## config.mk

```make
export PLATFORM = sky130hd
export DESIGN_NAME = sw_io_sequencer
export DESIGN_NICKNAME = d
export VERILOG_FILES = /design/src/rtl/sw_io_pkg.sv /design/src/rtl/sw_io_sequencer_sync_debounce.sv /design/src/rtl/sw_io_sequencer.sv
export SDC_FILE = /design/constraint.sdc
export NUM_CORES = 1
export LEC_CHECK = 0
export CAP_MARGIN = 25
export CORE_AREA = 2 2 65 98
export DETAILED_ROUTE_END_ITERATION = 10
export DIE_AREA = 0 0 67 100
export GPL_ROUTABILITY_DRIVEN = 0
export GPL_TIMING_DRIVEN = 0
export PLACE_DENSITY = 0.82
export SYNTH_ARGS = -nofsm -noshare
export SYNTH_HDL_FRONTEND = slang
export SYNTH_HIERARCHICAL = 1
export SYNTH_SLANG_ARGS = --single-unit
```

## constraint.sdc

```tcl
create_clock -name clk -period 4 [get_ports clk]
set_clock_uncertainty 0.2 [all_clocks]
set_input_delay 0.8 -clock clk [delete_from_list [all_inputs] [get_ports clk]]
set_output_delay 0.8 -clock clk [all_outputs]
set_load 0.05 [all_outputs]
```

## src/rtl/sw_io_pkg.sv

```systemverilog
// Shared types and helpers for the front-panel I/O sequencer.
package sw_io_pkg;

    typedef enum logic [1:0] {
        CAPTURE  = 2'd0,
        WAIT_RES = 2'd1,
        SHOW     = 2'd2
    } io_state_t;

    // Index/counter width for a bound n; never narrower than one bit.
    function automatic int idx_w(input int n);
        int w;
        w = $clog2(n);
        if (w < 1) begin
            w = 1;
        end else begin
            w = w;
        end
        return w;
    endfunction

endpackage

```

## src/rtl/sw_io_sequencer_sync_debounce.sv

```systemverilog
// Synchroniser plus debouncer for the bouncy ready button; emits a
// one-cycle press pulse on each debounced rising edge.
module sync_debounce
    import sw_io_pkg::*;
#(
    parameter int SYNC_STAGES  = 2,
    parameter int DEBOUNCE_CYC = 4
) (
    input  logic clk,
    input  logic reset,
    input  logic din,
    output logic press
);

    localparam int CW = idx_w(DEBOUNCE_CYC);
    localparam logic [CW-1:0] CNT_LAST = CW'(DEBOUNCE_CYC - 1);

    logic [SYNC_STAGES-1:0] sync_r;
    logic                   ready_s;
    logic [CW-1:0]          cnt_r;
    logic                   db_r;
    logic                   db_d_r;
    logic                   press_r;

    assign ready_s = sync_r[SYNC_STAGES-1];
    assign press   = press_r;

    // Metastability chain for the asynchronous button input.
    always_ff @(posedge clk) begin
        if (!reset) begin
            sync_r <= '0;
        end else begin
            sync_r <= {sync_r[SYNC_STAGES-2:0], din};
        end
    end

    // Debounced level only follows a difference that persists long enough.
    always_ff @(posedge clk) begin
        if (!reset) begin
            cnt_r <= '0;
            db_r  <= 1'b0;
        end else if (ready_s != db_r) begin
            if (cnt_r == CNT_LAST) begin
                db_r  <= ready_s;
                cnt_r <= '0;
            end else begin
                cnt_r <= cnt_r + CW'(1);
            end
        end else begin
            cnt_r <= '0;
        end
    end

    // Rising-edge detect on the debounced level.
    always_ff @(posedge clk) begin
        if (!reset) begin
            db_d_r  <= 1'b0;
            press_r <= 1'b0;
        end else begin
            db_d_r  <= db_r;
            press_r <= db_r & ~db_d_r;
        end
    end

endmodule

```

## src/rtl/sw_io_sequencer.sv

```systemverilog
// Front-panel sequencer: captures N_IN operands from the switches, hands
// them to the core, waits (with timeout) for results and pages them on LED.
module sw_io_sequencer
    import sw_io_pkg::*;
#(
    parameter int DATA_W       = 8,
    parameter int N_IN         = 2,
    parameter int N_OUT        = 2,
    parameter int SYNC_STAGES  = 2,
    parameter int DEBOUNCE_CYC = 4,
    parameter int TIMEOUT_CYC  = 1024,
    parameter int ECHO_SW      = 1
) (
    input  logic                    clk,
    input  logic                    reset,
    input  logic [DATA_W-1:0]       sw,
    input  logic                    ready,
    output logic [DATA_W-1:0]       LED,
    output logic [N_IN*DATA_W-1:0]  op_data,
    output logic                    op_valid,
    input  logic [N_OUT*DATA_W-1:0] res_data,
    input  logic                    res_valid,
    output logic                    busy,
    output logic                    err
);

    localparam int KW = idx_w(N_IN);
    localparam int JW = idx_w(N_OUT);
    localparam int TW = idx_w(TIMEOUT_CYC);
    localparam logic [KW-1:0] K_LAST   = KW'(N_IN - 1);
    localparam logic [JW-1:0] J_LAST   = JW'(N_OUT - 1);
    localparam logic [TW-1:0] TMO_LAST = TW'(TIMEOUT_CYC - 1);

    logic [DATA_W-1:0]       sw_sync_r [SYNC_STAGES];
    logic [DATA_W-1:0]       sw_s;
    logic                    press_s;
    logic [DATA_W-1:0]       cur_res_s;
    io_state_t               state_r;
    logic [KW-1:0]           k_r;
    logic [JW-1:0]           j_r;
    logic [TW-1:0]           tmo_r;
    logic [N_OUT*DATA_W-1:0] res_r;

    assign sw_s = sw_sync_r[SYNC_STAGES-1];

    sync_debounce #(
        .SYNC_STAGES  (SYNC_STAGES),
        .DEBOUNCE_CYC (DEBOUNCE_CYC)
    ) u_ready_db (
        .clk   (clk),
        .reset (reset),
        .din   (ready),
        .press (press_s)
    );

    // Switch synchroniser, same depth as the button path.
    always_ff @(posedge clk) begin
        if (!reset) begin
            for (int i = 0; i < SYNC_STAGES; i++) begin
                sw_sync_r[i] <= '0;
            end
        end else begin
            sw_sync_r[0] <= sw;
            for (int i = 1; i < SYNC_STAGES; i++) begin
                sw_sync_r[i] <= sw_sync_r[i-1];
            end
        end
    end

    // Select the result word currently being displayed.
    always_comb begin
        cur_res_s = '0;
        for (int i = 0; i < N_OUT; i++) begin
            if (j_r == JW'(i)) begin
                cur_res_s = res_r[i*DATA_W +: DATA_W];
            end else begin
                cur_res_s = cur_res_s;
            end
        end
    end

    // Transaction state machine with registered outputs.
    always_ff @(posedge clk) begin
        if (!reset) begin
            state_r  <= CAPTURE;
            k_r      <= '0;
            j_r      <= '0;
            tmo_r    <= '0;
            res_r    <= '0;
            LED      <= '0;
            op_data  <= '0;
            op_valid <= 1'b0;
            busy     <= 1'b0;
            err      <= 1'b0;
        end else begin
            op_valid <= 1'b0;
            case (state_r)
                CAPTURE: begin
                    busy <= 1'b0;
                    if (ECHO_SW != 0) begin
                        LED <= sw_s;
                    end else begin
                        LED <= DATA_W'(k_r);
                    end
                    if (press_s) begin
                        err <= 1'b0;
                        for (int i = 0; i < N_IN; i++) begin
                            if (k_r == KW'(i)) begin
                                op_data[i*DATA_W +: DATA_W] <= sw_s;
                            end
                        end
                        if (k_r == K_LAST) begin
                            k_r      <= '0;
                            op_valid <= 1'b1;
                            busy     <= 1'b1;
                            tmo_r    <= '0;
                            state_r  <= WAIT_RES;
                        end else begin
                            k_r <= k_r + KW'(1);
                        end
                    end
                end
                WAIT_RES: begin
                    // A result arriving on the timeout cycle still counts.
                    if (res_valid) begin
                        res_r   <= res_data;
                        j_r     <= '0;
                        busy    <= 1'b0;
                        state_r <= SHOW;
                    end else if (tmo_r == TMO_LAST) begin
                        err     <= 1'b1;
                        busy    <= 1'b0;
                        state_r <= CAPTURE;
                    end else begin
                        tmo_r <= tmo_r + TW'(1);
                    end
                end
                SHOW: begin
                    LED <= cur_res_s;
                    if (press_s) begin
                        if (j_r == J_LAST) begin
                            state_r <= CAPTURE;
                        end else begin
                            j_r <= j_r + JW'(1);
                        end
                    end
                end
                default: begin
                    state_r <= CAPTURE;
                    busy    <= 1'b0;
                end
            endcase
        end
    end

endmodule

```

After elaboration in Yosys (flattened, before gate mapping). Memory sizes are Yosys's and may differ from the RTL's. Cells that the tools add are included.

Bits in registers: 64. Bits in writable memories: 16. Bits of input ports: 28. Word-level logic and storage cells: 91. Memories: 1.

Memories: sw_sync_r (depth 2, bits a word 8, read ports 2, clocked after Yosys merged registers in 0, wr ports 2, RTL line sw_io_sequencer.sv:34) `logic [DATA_W-1:0] sw_sync_r [SYNC_STAGES];`.

$add $sub $neg: 4. Eq/ne operators: 14. Multiplexer cells: 32. Bitwise gates (word level): 8. Reductions and logical operators: 16.

Operator list (count): 10-bit two-way mux (4); 8-bit two-way mux (3); 10-bit one-hot mux with 2 select lines (1); 8-bit one-hot mux with 2 select lines (1); 1-bit two-way mux (13); 2-bit two-way mux (6); 2-bit inequality test, second input constant (6); 10-bit by 1-bit adder with 10-bit output, second input constant (1); 10-bit == test, second input constant (1); 2-bit AND reduction (5); 5-bit AND reduction (2); 3-bit AND reduction (3); 2-bit one-hot mux with 3 select lines (1); 2-bit nonzero test (3); 1-bit NOT (5); 2-bit == test, second input constant (2); 2-bit by 1-bit inequality test with 1-bit output, second input constant (2); 1-bit one-hot mux with 2 select lines (2); 4-bit AND reduction (1); 3-bit inequality test, second input constant (1); 1-bit one-hot mux with 3 select lines (1); 3-bit OR reduction (1); 1-bit adder, second input constant (2); 2-bit by 1-bit adder with 2-bit output, second input constant (1); 5 further kinds (6).

Longest topological paths before layout.
Word-level depth: 4. Mapped depth: 6. Gate-level depth less buffers: 5.

Hierarchy. The synthesis kept the hierarchy.

By module, submodules not included: sw_io_sequencer (instances 1, cells an instance 337, area each 2997.9 um^2); sync_debounce (instances 1, cells an instance 17, area each 225.2 um^2).

Least setup slack after synthesis. No wires, ideal clock.

Path type: input-to-reg. From: input port res_valid. To: register tmo_r[9]. Arrival: 1.591 ns. Data required time: 3.685 ns. Setup slack: 2.094 ns. Stages on the path: 4. Cells stage by stage: nand2b_1 -> a21o_1 -> o31a_1 -> o21a_1.

Word-level cells in the longest chain between the ends: 2.

RTL lines: start: declaration (RTL line sw_io_sequencer.sv:22) `input logic res_valid,`; 2-bit inequality test (no source line); 5-bit AND reduction (no source line); end signal: assignment (RTL line sw_io_sequencer.sv:135) `tmo_r <= tmo_r + TW'(1);`; end: declaration (RTL line sw_io_sequencer.sv:41) `logic [TW-1:0] tmo_r;`.

Every way passes these cells. A chain may end at the register's enable or synchronous reset.

Worst setup path in the final report.
From: input port reset. To: register tmo_r[7].

RTL lines: start: declaration (RTL line sw_io_sequencer.sv:15) `input logic reset,`.

No word-level cell between the ends.

==> flow_summary.json <==
{
  "status": "complete, no violations",
  "post-route-period-util_pct": 64.7,
  "grt.total_usage_pct": 24.6,
  "grt_start_max_net_pins": 13,
  "hpwl_mm": 5.49,
  "netlist_area_um2": 3220,
  "leakage_nw": 1.40,
  "synth-seq-cells": 80,
  "io_pins": 55,
  "synth_nets": 384,
  "cp_max_fo": 10,
  "path_clk_slew_ns": 0.07,
  "clockBufferDepth": 2,
  "cp.buffers_inverters": 3,
  "setup_violations": 0,
  "cts_resized": 0,
  "core-area_um2": 5960,
  "die_h_um": 100,
  "grt_pass1_wl_mm": 12.3,
  "multiInputGateArea_um2": 1520,
  "layout_common_cells": "dfxtp_1, nand2_1, clkdlybuf4s50_1",
  "start_kind": "input pin",
  "netSwitchingFraction_pct": 21.2,
  "p_int_w": 0.00115,
  "fin_crit_ns": 2.59,
  "viasPerCell": 5.44,
  "tightest_slew_ns": 0.602,
  "io_buffers": 54,
  "cts_root_buf": "clkbuf_8",
  "cp_slowest_stage_delay_ns": 0.63,
  "path_class": "in -> reg",
  "slowest_stage": "clkdlybuf4s50_1",
  "relSlewSlack_pct": 59.9,
  "drt.antenna.violating_nets": 0,
  "antenna_found_initial": 0,
  "yosysWarningCount": 6,
  "ir_worst_vdd_mv": 0.298,
  "register_area_um2": 1600,
  "drt_iter0_drc": 87,
  "stdcell_area_um2": 4040,
  "n_antenna_cell": 0,
  "synth-seq-area-share_pct": 49.7,
  "postCtsSetupBuffers": 0,
  "min_path_type": "reg -> reg",
  "synth_cell_types": 46,
  "drive_gt1_share_pct": 8.04,
  "power-per-cell-area_nw_per_um2": 360,
  "cp.arrival_ns": 2.68,
  "grt.overflow.total": 0,
  "synthCells": 354,
  "ys.flop_type": "dfxtp_1",
  "post_dp_cell_area_um2": 3860,
  "numCtsBuffers": 9,
  "endpoint_kind": "flip-flop",
  "wl_per_cell_um": 15.4,
  "start_util_pct": 54.1,
  "cts_tree": "yes",
  "clock_power_share_pct": 39.2,
  "reg2reg_from": "tmo_r[0]",
  "vias": 2704,
  "max-cap-violations": 0,
  "clock_latency_ns": 0.34,
  "synth_top_area_share_pct": 49.7,
  "hold_buffers": 0,
  "dieWidth_um": 67,
  "syn_avg_cell_area_um2": 9.10,
  "finalHoldViolCount": 0,
  "rows": 35,
  "worstSetupStartpoint": "reset",
  "routed_wl_mm": 7.67,
  "layout_commonest_cell": "dfxtp_1",
  "synthArstFlopShare_pct": 0,
  "hold_start": "u_ready_db/db_d_r",
  "rsz0062_at_grt": "false",
  "path_common_cell": "clkbuf_1",
  "power_frac_comb_pct": 5.0,
  "synth_edf_count": 0,
  "first_global_vias": 2613,
  "fin_setup_tns_ns": 0,
  "critPathTopFamily": "buffers and inverters",
  "layout.nets": 449,
  "holdWs_ns": 0.191,
  "seqPwrFrac_pct": 55.8,
  "area_growth_pct": 25.4,
  "maxSlewViolCount": 0,
  "nFillCells": 492,
  "ctsHtreeMaxLevel": 3,
  "ys_top_cells_by_area": "dfxtp_1, nand2_1, a21boi_0",
  "path_cells": "clkdlybuf4s50_1 > clkbuf_1 > clkbuf_1 > o221a_2",
  "drc": 0,
  "die-area_um2": 6700,
  "synth_largest_area_cell": "dfxtp_1",
  "required_ns": 4.09,
  "p_sw_w": 0.000309,
  "cts.sinks": 80,
  "max_freq_ghz": 0.387,
  "dr.pass1.iters": 4
}
[metal layers]
metal,share of wire (%),up-vias,global-route usage (%)
li1,-,1346,-
met1,40,1290,27.5
met2,56,59,44.2
met3,3.3,9,5.94
met4,1.4,0,8.48
met5,0,-,0
[worst reg2reg max path, delay by kind of cell, from the launching register on]
| kind | cells | cell delay, ns |
|---|---|---|
| compound gates | 2 | 0.84 |
| simple gates | 2 | 0.29 |
| fa+ha+maj | 1 | 0.23 |
| flops | 1 | 0.40 |
[cell usage after synthesis (4+ instances only)]
master / n
nor2b_1: 12
a21boi_0: 27
nor2_1: 15
nand2_1: 71
mux2i_1: 9
buf_2: 7
a211oi_1: 8
nand3_1: 4
dfxtp_1: 80
nand2b_1: 4
clkbuf_1: 12
and2_1: 22
a21oi_1: 14
a21boi_1: 9
o21ai_0: 10
[sequential cells by signal (all words and copies together), names as in the netlist]
register and cells:
u_ready_db/cnt_r 2, u_ready_db/db_d_r 1, j_r 1, busy 1, tmo_r 10, sw_sync_r 16, u_ready_db/press 1, u_ready_db/sync_r 2
op_data 16, u_ready_db/db_r 1, err 1, LED 8, k_r 1, op_valid 1, state_r 2, res_r 16
[metrics by stage]
stage | utilization, % | std cells | worst slack, ns | total power [W]
floorplan | - | 354 | 2.09 | 0.000862
global placement | 64.7 | 482 | 1.17 | 0.000902
detailed placement | 64.7 | 482 | 1.08 | 0.000904
CTS | 67.9 | 497 | 1.44 | 0.00146
global route | 67.9 | 497 | 1.35 | 0.00151
finish | 67.9 | 497 | 1.41 | 0.00146
[layout make-up]
| type | count | area share, % |
|---|---|---|
| clock inverter | 4 | 1.11 |
| inverter | 2 | 0.186 |
| timing repair buffer | 54 | 13.4 |
| tap | 74 | 2.29 |
| sequential | 80 | 39.6 |
| clock buffer | 11 | 3.50 |
| multi-input combinational | 251 | 37.7 |
| buffer | 21 | 2.26 |
[power by group through the flow]
stage / clock network (W) / logic [W] / registers, W
final: 0.000571 / 0.0000727 / 0.000813
after global routing: 0.000615 / 0.0000785 / 0.000814
after detailed placement: 0 / 0.0000725 / 0.000831
after global placement: 0 / 0.0000711 / 0.000831
after CTS: 0.000577 / 0.0000729 / 0.000813
after floorplan: 0 / 0.0000253 / 0.000837
[worst paths after layout]
check / slack [ns] / depth (start not counted) / endpoint
worst max-delay path: 1.41 / 4 / tmo_r[7]
worst min register to register: 0.19 / 1 / u_ready_db/press
worst min-delay path: 0.19 / 1 / u_ready_db/press
worst max register to register: 1.94 / 5 / tmo_r[7]
[cells by family after synthesis]
| logic type | Yosys count | share of synthesized area, % |
|---|---|---|
| xor gates and xnor gates | 1 | 0.272 |
| AOI/OAI and AO/OA | 85 | 18.3 |
| adders and majority gates | 2 | 0.776 |
| DFF | 80 | 49.7 |
| and+or+nand+nor | 153 | 24.7 |
| muxes | 10 | 3.14 |
| buffers and inverters | 23 | 3.07 |
Power figures use the tool's default switching activity.
